--- src/rtl/hms_time_counter_if.sv ---
// Control inputs and BCD time/status outputs of the hours:minutes:seconds counter.
// The master side drives tick/run/set pulses; the slave side is the counter.
interface hms_time_counter_if;
  logic       tick_in;
  logic       run;
  logic       inc_min;
  logic       inc_hr;
  logic [3:0] sec_ones;
  logic [2:0] sec_tens;
  logic [3:0] min_ones;
  logic [2:0] min_tens;
  logic [3:0] hr_ones;
  logic [1:0] hr_tens;
  logic       sec_led;
  logic       day_wrap;

  modport master (
    output tick_in, run, inc_min, inc_hr,
    input  sec_ones, sec_tens, min_ones, min_tens, hr_ones, hr_tens, sec_led, day_wrap
  );

  modport slave (
    input  tick_in, run, inc_min, inc_hr,
    output sec_ones, sec_tens, min_ones, min_tens, hr_ones, hr_tens, sec_led, day_wrap
  );
endinterface

--- src/rtl/hms_time_counter.sv ---
// 24-hour BCD clock advanced by rising edges of a same-domain slow tick, with
// run/stop control and minute/hour set pulses. All outputs come straight from flops.
module hms_time_counter #(
  parameter int unsigned EDGES_PER_SEC = 1
) (
  input  logic               sys_clk,
  input  logic               reset,
  hms_time_counter_if.slave  bus
);

  localparam logic [7:0] PRESC_MAX = 8'(EDGES_PER_SEC - 1);

  // Time is held as packed BCD: {tens, ones}, so 59 reads as 7'h59 and 23 as 6'h23.
  logic [6:0] sec_q, sec_d;
  logic [6:0] min_q, min_d;
  logic [5:0] hr_q,  hr_d;
  logic [7:0] presc_q, presc_d;
  logic       tick_q;
  logic       led_q, led_d;
  logic       dw_q, dw_d;
  logic       edge_w;

  function automatic logic [6:0] inc60(input logic [6:0] x);
    if (x[3:0] == 4'd9)
      inc60 = (x[6:4] == 3'd5) ? 7'h00 : {x[6:4] + 3'd1, 4'd0};
    else
      inc60 = {x[6:4], x[3:0] + 4'd1};
  endfunction

  function automatic logic [5:0] inc24(input logic [5:0] x);
    if (x == 6'h23)
      inc24 = 6'h00;
    else if (x[3:0] == 4'd9)
      inc24 = {x[5:4] + 2'd1, 4'd0};
    else
      inc24 = {x[5:4], x[3:0] + 4'd1};
  endfunction

  assign edge_w = bus.tick_in & ~tick_q;

  always_comb begin
    sec_d   = sec_q;
    min_d   = min_q;
    hr_d    = hr_q;
    presc_d = presc_q;
    led_d   = led_q;
    dw_d    = 1'b0;
    // Set pulses win over a coincident edge; that edge is simply dropped.
    if (bus.inc_min || bus.inc_hr) begin
      if (bus.inc_min) begin
        min_d   = inc60(min_q);
        sec_d   = 7'h00;
        presc_d = 8'd0;
      end
      if (bus.inc_hr) hr_d = inc24(hr_q);
    end else if (edge_w && bus.run) begin
      if (presc_q == PRESC_MAX) begin
        presc_d = 8'd0;
        led_d   = ~led_q;
        sec_d   = inc60(sec_q);
        if (sec_q == 7'h59) begin
          min_d = inc60(min_q);
          if (min_q == 7'h59) begin
            hr_d = inc24(hr_q);
            dw_d = (hr_q == 6'h23);
          end
        end
      end else begin
        presc_d = presc_q + 8'd1;
      end
    end
  end

  always_ff @(posedge sys_clk) begin
    if (reset) begin
      // tick_q starts high so a tick already high out of reset is not an edge.
      tick_q  <= 1'b1;
      sec_q   <= 7'h00;
      min_q   <= 7'h00;
      hr_q    <= 6'h00;
      presc_q <= 8'd0;
      led_q   <= 1'b0;
      dw_q    <= 1'b0;
    end else begin
      tick_q  <= bus.tick_in;
      sec_q   <= sec_d;
      min_q   <= min_d;
      hr_q    <= hr_d;
      presc_q <= presc_d;
      led_q   <= led_d;
      dw_q    <= dw_d;
    end
  end

  assign bus.sec_ones = sec_q[3:0];
  assign bus.sec_tens = sec_q[6:4];
  assign bus.min_ones = min_q[3:0];
  assign bus.min_tens = min_q[6:4];
  assign bus.hr_ones  = hr_q[3:0];
  assign bus.hr_tens  = hr_q[5:4];
  assign bus.sec_led  = led_q;
  assign bus.day_wrap = dw_q;

endmodule

--- src/flat_wrapper.sv ---
// flat-port wrapper written by rule: the top's interface ports become plain ports
module hms_time_counter_flat 
#(
  parameter int unsigned EDGES_PER_SEC = 1
)
  (sys_clk, reset, bus_tick_in, bus_run, bus_inc_min, bus_inc_hr, bus_sec_ones, bus_sec_tens, bus_min_ones, bus_min_tens, bus_hr_ones, bus_hr_tens, bus_sec_led, bus_day_wrap);
  hms_time_counter_if bus_i ();
  input  logic sys_clk;
  input  logic reset;
  input wire logic [$bits(bus_i.tick_in)-1:0] bus_tick_in;
  input wire logic [$bits(bus_i.run)-1:0] bus_run;
  input wire logic [$bits(bus_i.inc_min)-1:0] bus_inc_min;
  input wire logic [$bits(bus_i.inc_hr)-1:0] bus_inc_hr;
  output wire logic [$bits(bus_i.sec_ones)-1:0] bus_sec_ones;
  output wire logic [$bits(bus_i.sec_tens)-1:0] bus_sec_tens;
  output wire logic [$bits(bus_i.min_ones)-1:0] bus_min_ones;
  output wire logic [$bits(bus_i.min_tens)-1:0] bus_min_tens;
  output wire logic [$bits(bus_i.hr_ones)-1:0] bus_hr_ones;
  output wire logic [$bits(bus_i.hr_tens)-1:0] bus_hr_tens;
  output wire logic [$bits(bus_i.sec_led)-1:0] bus_sec_led;
  output wire logic [$bits(bus_i.day_wrap)-1:0] bus_day_wrap;
  assign bus_i.tick_in = bus_tick_in;
  assign bus_i.run = bus_run;
  assign bus_i.inc_min = bus_inc_min;
  assign bus_i.inc_hr = bus_inc_hr;
  assign bus_sec_ones = bus_i.sec_ones;
  assign bus_sec_tens = bus_i.sec_tens;
  assign bus_min_ones = bus_i.min_ones;
  assign bus_min_tens = bus_i.min_tens;
  assign bus_hr_ones = bus_i.hr_ones;
  assign bus_hr_tens = bus_i.hr_tens;
  assign bus_sec_led = bus_i.sec_led;
  assign bus_day_wrap = bus_i.day_wrap;
  hms_time_counter #(.EDGES_PER_SEC(EDGES_PER_SEC)) u_core (.sys_clk(sys_clk), .reset(reset), .bus(bus_i));
endmodule
--- config.mk ---
export PLATFORM = sky130hd
export DESIGN_NAME = hms_time_counter_flat
export DESIGN_NICKNAME = d
export VERILOG_FILES = /design/src/rtl/hms_time_counter_if.sv /design/src/rtl/hms_time_counter.sv /design/src/flat_wrapper.sv
export SDC_FILE = /design/constraint.sdc
export NUM_CORES = 1
export LEC_CHECK = 0
export ABC_AREA = 0
export BUFFER_PORTS_ARGS = -buffer_cell sky130_fd_sc_hd__buf_2
export CORE_UTILIZATION = 55
export CTS_CLUSTER_DIAMETER = 150
export CTS_CLUSTER_SIZE = 8
export DETAILED_ROUTE_END_ITERATION = 12
export GPL_TIMING_DRIVEN = 0
export PLACE_DENSITY = 0.78
export SYNTH_ARGS = -nofsm -noshare
export SYNTH_HDL_FRONTEND = slang
export SYNTH_SLANG_ARGS = --single-unit
--- constraint.sdc ---
create_clock -name sys_clk -period 2.1 [get_ports sys_clk]
set_input_delay 0.315 -clock sys_clk [delete_from_list [all_inputs] [get_ports sys_clk]]
set_output_delay 0.315 -clock sys_clk [all_outputs]
set_load 0.02 [all_outputs]
# --- Word level (Yosys, flattened, before mapping) ---
# Cells that the tools add are included.
# Widths: inputs -> output; s select.
classes:
  order_cmp: 0
  reduce_logical: 15
  n_eq_ne: 10
  shift: 0
  bitwise_logic: 8
  addsub: 7
  div_mod_pow: 0
  n_mux: 25
  n_mul: 0
op_table:
  columns: ["operator", "count"]
  rows:
  - ["$mux 7", 13]
  - ["$mux 6", 8]
  - ["$mux 8", 4]
  - ["$eq 7x7->1 const B", 2]
  - ["$add 4x1->4 const B", 3]
  - ["$eq 4x4->1 const B", 3]
  - ["$reduce_bool 2->1", 5]
  - ["$add 8x1->8 const B", 1]
  - ["$logic_not 8->1", 1]
  - ["$reduce_and 4->1", 2]
  - ["$not 1->1", 7]
  - ["$add 3x1->3 const B", 2]
  - ["$eq 3x3->1 const B", 2]
  - ["$eq 6x6->1 const B", 1]
  - ["$reduce_and 3->1", 2]
  - ["$reduce_or 6->1", 1]
  - ["$reduce_and 5->1", 1]
  - ["$ne 2x2->1 const B", 2]
  - ["$add 2x1->2 const B", 1]
  - ["$reduce_and 2->1", 1]
  - ["$and 1x1->1", 1]
  - ["$logic_and 1x1->1", 1]
  - ["$logic_or 1x1->1", 1]
word_totals:
  latch_bits: 0
  elab_cells: 73
  in_bits: 6
  mem_bits_rw: 0
  output_inout_bits: 22
  romBits: 0
  memories: 0
  regBits: 31

# --- Logic depth before layout (Yosys ltp) ---
depth:
  ltp_word: 8
  mapped_depth: 8
  depth_no_buf: 7

# --- Worst setup path after synthesis ---
# Ideal clock, no wire load.
synth_path:
  path_type: "reg-to-reg"
  start: "register u_core.sec_q[0]"
  end: "register u_core.hr_q[3]"
  arrival_ns: 1.805
  period_less_slack_ns: 1.893
  setup_ns: 0.088
  stages_incl_launch_ff: 8
  setup_slack_ns: 0.207
  n_path_buf: 1
  t_required_ns: 2.012
  path_cell_list: "dfxtp_1 > ha_1 > nand3b_1 > nor4_4 > a21o_2 > buf_6 > a41oi_2 > a311oi_2"
synth_via:
  elab_chain_cells: 3
synth_rtl:
  columns: ["element", "line_no", "text"]
  rows:
  - ["from (decl)", "hms_time_counter.sv:14", "logic [6:0] sec_q, sec_d;"]
  - ["from (signal assigned)", "hms_time_counter.sv:78", "sec_q <= 7'h00;"]
  - ["from (signal assigned)", "hms_time_counter.sv:86", "sec_q <= sec_d;"]
  - ["$eq 7x7->1", "hms_time_counter.sv:61", "if (sec_q == 7'h59) begin"]
  - ["$reduce_bool 2->1 (no source line)", null, null]
  - ["$reduce_and 5->1 (no source line)", null, null]
  - ["to (signal assigned)", "hms_time_counter.sv:88", "hr_q <= hr_d;"]
  - ["to (decl)", "hms_time_counter.sv:16", "logic [5:0] hr_q, hr_d;"]
# Every way passes these cells.
# A chain may end at the register's enable or synchronous reset.

# --- Worst setup path in the final report ---
layout_path:
  start: "register u_core.presc_q[0]"
  end: "register u_core.min_q[2]"
layout_via:
  elab_chain_cells: 3
layout_rtl:
  columns: ["element", "line_no", "text"]
  rows:
  - ["from (decl)", "hms_time_counter.sv:17", "logic [7:0] presc_q, presc_d;"]
  - ["from (signal assigned)", "hms_time_counter.sv:89", "presc_q <= presc_d;"]
  - ["$logic_not 8->1", "hms_time_counter.sv:57", "if (presc_q == PRESC_MAX) begin"]
  - ["$reduce_bool 2->1 (no source line)", null, null]
  - ["$reduce_and 4->1 (no source line)", null, null]
  - ["to (signal assigned)", "hms_time_counter.sv:87", "min_q <= min_d;"]
  - ["to (decl)", "hms_time_counter.sv:15", "logic [6:0] min_q, min_d;"]
# Every way passes these cells.

==> results.txt <==
HP Class: in2reg
Core Util, Final: 0.6788
max-cap violations: 0
clk_skew: 0.01291 ns
Port Buffers: 26
Leakage: 0.8054 nW
critical path endpoint category: register
vias in the first global route: 1,297
Slew Limit Fails: 0
antenna cells: 0
worst-margin pin slew: 0.4830 ns
chip height: 56.63 µm
DRC Markers: 0
relative slew slack: 0.6758
peak supply drop: 0.0004893 V
Nets: 225
DR vias/cell: 5.852
commonest cells in the netlist: 31 x dfxtp_1, 22 x nor2_1, 16 x nand2_1
clock buffer depth: 2
maximum number of pins on one net before global-route repair: 11
gr usage total: 0.2276
Startpoint Class: register
Async SR Flop Fraction: 0
Placed Area: 1810 µm²
Ys Warns: 0
Layout area overhead: 15.02%
dpl hpwl: 2564 µm
Setup CP Type: reg2reg
Routed wire per std cell: 14.01 µm
minimum clock period: 2.025 ns
Row Count: 19
CP required: 2.33 ns
gr ovfl total: 0
final hold violation count: 0
top cells by area, synth: dfxtp_1 38%, ha_1 5.3%, nor2_1 5.0%
crit share post-route: 0.9643
sequential fraction of the synthesis area: 0.3780
DP Cell Count: 236
Starting Density: 0.5902
pre-CTS setup slack: 0.03593 ns
CTS Root Cell: clkbuf_4
fmax: 0.4938 GHz
Cell Area, Synth: 1642 µm²
Post-CTS Setup Bufs: 0
fin area: 1888 µm²
CTS buffer count: 5
CTS tree: yes
final setup vio count: 0
syn_nets: 192
TritonCTS Sinks: 31
share of the synthesized area in the top cell type: 0.3780
H-tree depth: 2
Via Count: 1,428
number of enable flip-flop cells after synthesis: 0
Seq cells post-synth: 31
GP Congestion: 0.8257
router iterations before antenna repair: 7
I/O pin count: 28
CORE AREA: 2781 µm²
Pwr per Cell Area: 592.4 nW/µm²
final worst setup slack: 0.07496 ns
Synth Instances: 179
initial antenna violation count: 0
Power Total: 1.119 mW
First DRT Iteration DRCs: 75
post-route ant nets: 0
CP max FO: 6
cell with the most instances after synthesis: dfxtp_1
Critical Path AT: 2.25 ns
syn_area_per_cell: 9.171 µm²
clock latency on the worst-skew pair: 0.34 ns
Synth Flop Type: dfxtp_1
status: completed
post-synth top area cell: dfxtp_1
count of cell types in the netlist: 47
full die area: 3207 µm²
die width: 56.63 µm
clock-pin slew on the worst setup and hold paths: 0.10 ns
Non-Filler Instances: 244
WL final: 3419 µm
fraction of layout cells with a size suffix above 1: 0.2629
first-pass GRT wire length: 5561 µm
worst paths after layout:
path,startpoint,endpoint,slack [ns],depth (start not counted)
setup / recovery,u_core.presc_q[0],u_core.min_q[2],0.07,7
hold / removal,bus_inc_hr,u_core.bus.day_wrap,0.18,2
setup reg to reg,u_core.presc_q[0],u_core.min_q[2],0.07,7
hold reg to reg,u_core.bus.sec_led,u_core.bus.sec_led,0.50,2
worst max-delay path, stage by stage (launching register included):
cell	delay, ns
dfxtp_1	0.36
inv_1	0.07
ha_1	0.15
nor4b_4	0.25
nand3_2	0.19
o31ai_4	0.32
and3_1	0.24
mux2_2	0.33
state kept, by name (all words and copies together) (netlist names):
name / count
u_core.min_q: 7
u_core.hr_q: 6
u_core.sec_q: 7
u_core.bus.day_wrap: 1
u_core.presc_q: 8
u_core.bus.sec_led: 1
u_core.tick_q: 1
metrics by stage:
stage	setup TNS (ns)	hold slack [ns]
after floorplan	0	0.3919
after global placement	0	0.4732
after detailed placement	0	0.4905
after CTS	0	0.1757
after global routing	-0.04410	0.1743
final	0	0.1792
report_power, final:
group,total [mW],internal (mW),switching [mW]
clock,0.406,0.197,0.209
sequential,0.614,0.598,0.0161
combinational,0.0988,0.0404,0.0583
cell families (layout without fill, tap and decap cells):
family / count (synthesis) / after routing / share of synthesized area
and+or+nand+nor: 80 / 80 / 0.2790
DFF: 31 / 31 / 0.3781
AOI/OAI and AO/OA: 30 / 30 / 0.1425
buffers and inverters: 15 / 49 / 0.05335
xor gates and xnor gates: 8 / 8 / 0.04268
muxes: 8 / 8 / 0.05107
adders and majority gates: 7 / 7 / 0.05335
cell usage in the layout (no fill, tap or decap), types with 3 or more instances in the layout:
| cell type | n |
|---|---|
| dfxtp_1 | 31 |
| buf_2 | 27 |
| nor2_1 | 22 |
| nand2_1 | 16 |
| inv_1 | 10 |
| a21oi_1 | 8 |
| ha_1 | 7 |
| nor3_1 | 6 |
| nand3_1 | 6 |
| o21ai_0 | 6 |
| mux2i_1 | 5 |
| xnor2_1 | 5 |
| clkbuf_4 | 5 |
| buf_6 | 4 |
| nand3b_1 | 4 |
| nor2b_1 | 3 |
| mux2_2 | 3 |
| or3_1 | 3 |
| xor2_1 | 3 |
| nand4_1 | 3 |
per-layer routing:
metal / wire [µm] / share of wire / vias to the layer above / track usage
met3: 176 / 0.051 / 6 / 0.07604
met2: 1713 / 0.50 / 36 / 0.3798
li1: - / - / 708 / -
met4: 54 / 0.016 / 0 / 0.1045
met1: 1474 / 0.43 / 678 / 0.2612
met5: 0 / 0 / - / 0
cell type report:
class | instances | area, µm²
Tap cell | 31 | 38.79
Multi-Input combinational cell | 133 | 942.2
Clock buffer | 8 | 68.82
Fill cell | 233 | 893.4
Sequential cell | 31 | 620.6
Timing Repair Buffer | 26 | 130.1
Buffer | 5 | 50.05
Inverter | 10 | 37.54
timing repair:
action	4_1_cts	5_1_grt
resized for setup	0	1
hold buffers	0	0
setup endpoints to repair	0	3
Power figures use the tool's default switching activity.
